===== src/rtl/antic_pkg.sv =====
// Shared ANTIC NMI definitions: register addresses, NMIEN/NMIST bit positions
// and the NMI pulse FSM state type.
package antic_pkg;

   localparam logic [15:0] NMIEN_ADDR = 16'hD40E;
   localparam logic [15:0] NMIST_ADDR = 16'hD40F;

   localparam int BIT_DLI = 7;
   localparam int BIT_VBI = 6;
   localparam int BIT_RST = 5;

   typedef enum logic [1:0] {
      ST_IDLE   = 2'd0,
      ST_ASSERT = 2'd1,
      ST_GAP    = 2'd2
   } nmi_state_t;

endpackage


===== src/rtl/nmi_sync_edge.sv =====
// Two-flop synchronizer for an asynchronous level, followed by a rising-edge
// detector. o_rise is high for one clk cycle per synchronized 0->1 transition.
module nmi_sync_edge (
   input  logic clk,
   input  logic rst,
   input  logic i_async,
   output logic o_rise
);

   logic r_sync1;
   logic r_sync2;
   logic r_prev;

   always_ff @(posedge clk or posedge rst) begin
      if (rst) begin
         r_sync1 <= 1'b0;
         r_sync2 <= 1'b0;
         r_prev  <= 1'b0;
      end else begin
         r_sync1 <= i_async;
         r_sync2 <= r_sync1;
         r_prev  <= r_sync2;
      end
   end

   assign o_rise = r_sync2 & ~r_prev;

endmodule


===== src/rtl/antic_nmi_ctrl.sv =====
// ANTIC NMI controller: NMIEN/NMIST registers and the fixed-length nmi_n pulse FSM.
// Define NMI_RESET_KEY_EN to add the console RESET key as an NMI source (NMIST[5]).
module antic_nmi_ctrl
   import antic_pkg::*;
#(
   parameter int PULSE_LEN = 4,
   parameter int GAP_LEN   = 2
) (
   input  logic        clk,
   input  logic        rst,
   input  logic        CPU_writeEn,
   input  logic [15:0] CPU_addr,
   input  logic [7:0]  CPU_wdata,
   input  logic        dli_evt,
   input  logic        vbi_evt,
   input  logic        reset_key,
   output logic [7:0]  NMIEN,
   output logic [7:0]  NMIST,
   output logic        nmi_n,
   output logic        nmi_busy
);

   localparam logic [3:0] PULSE_LD = 4'(PULSE_LEN - 1);
   localparam logic [3:0] GAP_LD   = 4'(GAP_LEN - 1);

   logic       w_wr_nmien;
   logic       w_wr_nmires;
   logic       w_rk_rise;
   logic       w_req;
   logic       w_unused_bits;

   logic       r_en_dli;
   logic       r_en_vbi;
   logic       r_st_dli;
   logic       r_st_vbi;
   logic       r_st_rst;

   nmi_state_t r_state;
   logic [3:0] r_cnt;
   logic       r_pending;
   logic       r_nmi_n;
   logic       r_busy;

   assign w_wr_nmien  = CPU_writeEn && (CPU_addr == NMIEN_ADDR);
   assign w_wr_nmires = CPU_writeEn && (CPU_addr == NMIST_ADDR);

`ifdef NMI_RESET_KEY_EN
   nmi_sync_edge u_rk_sync (
      .clk     (clk),
      .rst     (rst),
      .i_async (reset_key),
      .o_rise  (w_rk_rise)
   );
   assign w_unused_bits = ^CPU_wdata[5:0];
`else
   assign w_rk_rise     = 1'b0;
   assign w_unused_bits = ^{CPU_wdata[5:0], reset_key};
`endif

   // Enables are the values held before this edge, so a same-edge NMIEN write never gates the event.
   assign w_req = (dli_evt & r_en_dli) | (vbi_evt & r_en_vbi) | w_rk_rise;

   always_ff @(posedge clk or posedge rst) begin
      if (rst) begin
         r_en_dli <= 1'b0;
         r_en_vbi <= 1'b0;
         r_st_dli <= 1'b0;
         r_st_vbi <= 1'b0;
         r_st_rst <= 1'b0;
      end else begin
         if (w_wr_nmien) begin
            r_en_dli <= CPU_wdata[BIT_DLI];
            r_en_vbi <= CPU_wdata[BIT_VBI];
         end
         // A new event wins over a same-edge NMIRES for its own bit.
         r_st_dli <= dli_evt   | (r_st_dli & ~w_wr_nmires);
         r_st_vbi <= vbi_evt   | (r_st_vbi & ~w_wr_nmires);
         r_st_rst <= w_rk_rise | (r_st_rst & ~w_wr_nmires);
      end
   end

   always_ff @(posedge clk or posedge rst) begin
      if (rst) begin
         r_state   <= ST_IDLE;
         r_cnt     <= 4'd0;
         r_pending <= 1'b0;
         r_nmi_n   <= 1'b1;
         r_busy    <= 1'b0;
      end else begin
         case (r_state)
            ST_IDLE: begin
               if (w_req || r_pending) begin
                  r_state   <= ST_ASSERT;
                  r_cnt     <= PULSE_LD;
                  r_pending <= 1'b0;
                  r_nmi_n   <= 1'b0;
                  r_busy    <= 1'b1;
               end
            end
            ST_ASSERT: begin
               if (w_req) begin
                  r_pending <= 1'b1;
               end
               if (r_cnt == 4'd0) begin
                  r_state <= ST_GAP;
                  r_cnt   <= GAP_LD;
                  r_nmi_n <= 1'b1;
               end else begin
                  r_cnt <= r_cnt - 4'd1;
               end
            end
            ST_GAP: begin
               if (w_req) begin
                  r_pending <= 1'b1;
               end
               if (r_cnt == 4'd0) begin
                  r_state <= ST_IDLE;
                  r_busy  <= 1'b0;
               end else begin
                  r_cnt <= r_cnt - 4'd1;
               end
            end
            default: begin
               r_state <= ST_IDLE;
               r_cnt   <= 4'd0;
               r_nmi_n <= 1'b1;
               r_busy  <= 1'b0;
            end
         endcase
      end
   end

   always_comb begin
      NMIEN          = 8'h00;
      NMIEN[BIT_DLI] = r_en_dli;
      NMIEN[BIT_VBI] = r_en_vbi;
      NMIST          = 8'h1F;
      NMIST[BIT_DLI] = r_st_dli;
      NMIST[BIT_VBI] = r_st_vbi;
      NMIST[BIT_RST] = r_st_rst;
   end

   assign nmi_n    = r_nmi_n;
   assign nmi_busy = r_busy;

endmodule

===== config.mk =====
export PLATFORM = sky130hd
export DESIGN_NAME = antic_nmi_ctrl
export DESIGN_NICKNAME = d
export VERILOG_FILES = /design/src/rtl/antic_pkg.sv /design/src/rtl/nmi_sync_edge.sv /design/src/rtl/antic_nmi_ctrl.sv
export SDC_FILE = /design/constraint.sdc
export NUM_CORES = 1
export LEC_CHECK = 0
export ABC_AREA = 1
export BUFFER_PORTS_ARGS = -buffer_cell sky130_fd_sc_hd__buf_4
export CELL_PAD_IN_SITES_DETAIL_PLACEMENT = 1
export CELL_PAD_IN_SITES_GLOBAL_PLACEMENT = 1
export CORE_MARGIN = 1.5
export CORE_UTILIZATION = 30
export DETAILED_ROUTE_END_ITERATION = 8
export PLACE_DENSITY = 0.84
export SYNTH_ARGS = -nofsm -noshare
export SYNTH_HDL_FRONTEND = slang
export SYNTH_SLANG_ARGS = --single-unit

===== constraint.sdc =====
create_clock -name clk -period 3.05 [get_ports clk]
set_input_delay 0.305 -clock clk [delete_from_list [all_inputs] [get_ports clk]]
set_output_delay 0.305 -clock clk [all_outputs]
set_load 0.02 [all_outputs]

==> out/results.ini <==
[run_status]
run_status=finished clean

[floorplan]
std_cell_rows=21
dieHeight_um=62.0
initial_utilization=0.313
coreArea_um2=3340
ios=48
die_width_um=62.0
dieArea_um2=3840

[global_route]
antenna_found_initial=0
grt_start_max_net_pins=15
globalRouteOverflowTotal=0
number_of_global_route_vias_before_repair=911
grt_pass1_wl_um=3880
grtUsageTotal=0.138

[timing]
fin_crit_sh=0.476
timing.final.crit_period_ns=1.45
setup_total_negative_slack_ns=0
finalMaxSlewViolations=0
setup_viol_count_final=0
max_freq_ghz=0.689
rsz0062_at_grt=no
timing_worst_slew_pin_value_ns=0.540
final.setup_skew_ns=0.00662
max-slew-margin-rel=0.639
timing.final.hold_violations=0

[detailed_routing]
detailedRoute.firstPassIterationCount=4
routed_wirelength_um=2380
route.vias.total=949
average_wire_length_per_cell_after_detail_routing_um=10.8
detail-route-antenna-nets=0
detail_route.iter0.violations=38
drc=0
drt-vias-per-instance=4.31

[place]
port_buffers=29
hpwl_um=2010
globalplace.congestion=0.703

[yosys]
yosysTopAreaCell=dfrtp_1
synth.cell_area_um2=1040
syn_avg_cell_area_um2=7.05
yosys-top-cells-area=dfrtp_1 (31%), nand2_1 (13%), buf_4 (12%)
yosys.cell_types.count=18
synth_seq_area_share=0.337
synth-warning-count=0
synth_top_area_frac=0.312
postSynthCellCount=148
yosys_register_bits=14

[finish]
insertedDiodeCount=0
layout-drive-gt1-share=0.230
syn2layout_area_growth_pct=20.6
layout_common_cells=nand2_1 (35), buf_4 (29), inv_1 (21), nor2_1 (18), dfrtp_1 (13)
nets=211
most_common_cell_after_layout_fill_and_taps_aside=nand2_1

[worst_setup_path]
critical-path-max-stage-delay_ns=0.43
critical_path_endpoint_category=flop
worst_r2r_path_depth=7
path_common_cell=nand2_1
critPathSlowestCell=dfrtp_1
cpLargestDelayFamily=simple AND/OR/NAND/NOR gates
worstPathCellList=inv_1 > ha_1 > nand4_1 > nand2_2 > nor2_1 > nand2_1 > nand2_1
timing.critical_path.buf_inv=1
cp.required_ns=3.23
startpoint_type=flop
worst-endpoint-arrival_ns=1.64
worstSetupPathType=flop to flop
crit_fanout=7
critical_path_depth=7

[power_and_ir_drop]
power.share.switching=0.475
combPwrFrac=0.575
cellInternalPower_uw=471
seq_power_share=0.301
p_per_cell_area_nw_per_um2=713
peak_vdd_ir_v=0.000178
p_total_uw=898
leakage_uw=0.000708
power_switching_uw=427
clkPwrFrac=0.124

[clocking]
max-clock-path-buffers=2
clkTransAtPathRegs_ns=0.09
cts.root.buffer_cell=clkbuf_4
cts-buffers-inserted=3
cts-hold-fix-buffers=0
post-cts-setup-buffer-count=0
cts_sinks=14
clkLatencyLatePin_ns=0.28
htree_num_levels=1
postCtsResizedCells=0
tritoncts=done

[worst_hold_path]
timing.hold.worst.class=primary input to asynchronous set/reset pin

[flow_run]
maxCapViolations=0

per-stage QoR:
stage / worst slack [ns] / instance area [um2] / cells / hold slack (ns) / utilization
finish: 1.60 / 1260 / 220 / 0.0595 / 0.377
global route: 1.46 / 1260 / 220 / 0.101 / 0.377
CTS: 1.57 / 1260 / 220 / 0.0739 / 0.377
detailed placement: 1.60 / 1230 / 216 / 0.400 / 0.369
global placement: 1.65 / 1230 / 216 / 0.393 / 0.369
floorplan: 1.83 / 1080 / 157 / 0.194 / -
cell usage after synthesis:
master and count:
dfstp_2 1, nand2_2 3, nand2_1 35, inv_2 2, nand3_4 1, o21ai_1 4, nor2_1 18, inv_1 21
buf_4 16, ha_1 6, dfrtp_1 13, a21oi_1 1, conb_1 2, o21ai_0 3, nand3_2 1, nand4_1 8
nand3b_1 1, nand3_1 12
path summary, 6_finish.rpt:
kind | startpoint | end | slack [ns]
worst max-delay path | r_state[0]$_DFFE_PP0P_ | r_cnt[3]$_DFFE_PP0P_ | 1.60
worst min-delay path | rst | r_cnt[2]$_DFFE_PP0P_ | 0.06
worst max register to register | r_state[0]$_DFFE_PP0P_ | r_cnt[3]$_DFFE_PP0P_ | 1.60
worst min register to register | r_st_vbi$_DFF_PP0_ | r_st_vbi$_DFF_PP0_ | 0.48
max in group asynchronous | rst | nmi_n$_DFFE_PP1P_ | 2.62
min in group clk | dli_evt | r_st_dli$_DFF_PP0_ | 0.22
routing by layer:
metal  global-route usage  vias to the layer above  wire (um)
li1                     -                      490          -
met1                0.173                      438       1060
met2                0.235                       17       1220
met3               0.0145                        4         59
met4               0.0638                        0         40
met5                    0                        -          0
kinds of logic (layout without fill, tap and decap cells):
group,Yosys count,in the layout,share of synthesized area
adders and majority gates,6,6,0.0719
and+or+nand+nor,79,79,0.348
DFF,14,14,0.337
buffers and inverters,39,56,0.198
AOI/OAI and AO/OA,8,8,0.0384
other,2,11,0.00720
registers in the layout (all words and copies together) (netlist names):
register and cells:
nmi_n 1, nmi_busy 1, r_en_dli 1, r_en_vbi 1, r_cnt 4, r_st_dli 1
r_pending 1, r_state 2, r_st_rst 1, r_st_vbi 1
final cells by class:
| class | instances | area, um2 |
|---|---|---|
| repair buffers | 29 | 218 |
| clock buffers | 4 | 26.3 |
| fillers | 458 | 2080 |
| well taps | 46 | 57.6 |
| inverters | 23 | 86.3 |
| multi-input cells | 104 | 519 |
| flip-flops and latches | 14 | 352 |
power by group through the flow:
stage | Clock [uW] | Sequential [uW] | Combinational, uW
after floorplan | 0 | 284 | 371
after global placement | 0 | 272 | 491
after detailed placement | 0 | 275 | 515
after CTS | 123 | 271 | 523
after global routing | 130 | 276 | 594
final | 111 | 270 | 516
No activity file was read; power rests on OpenSTA's default activity.
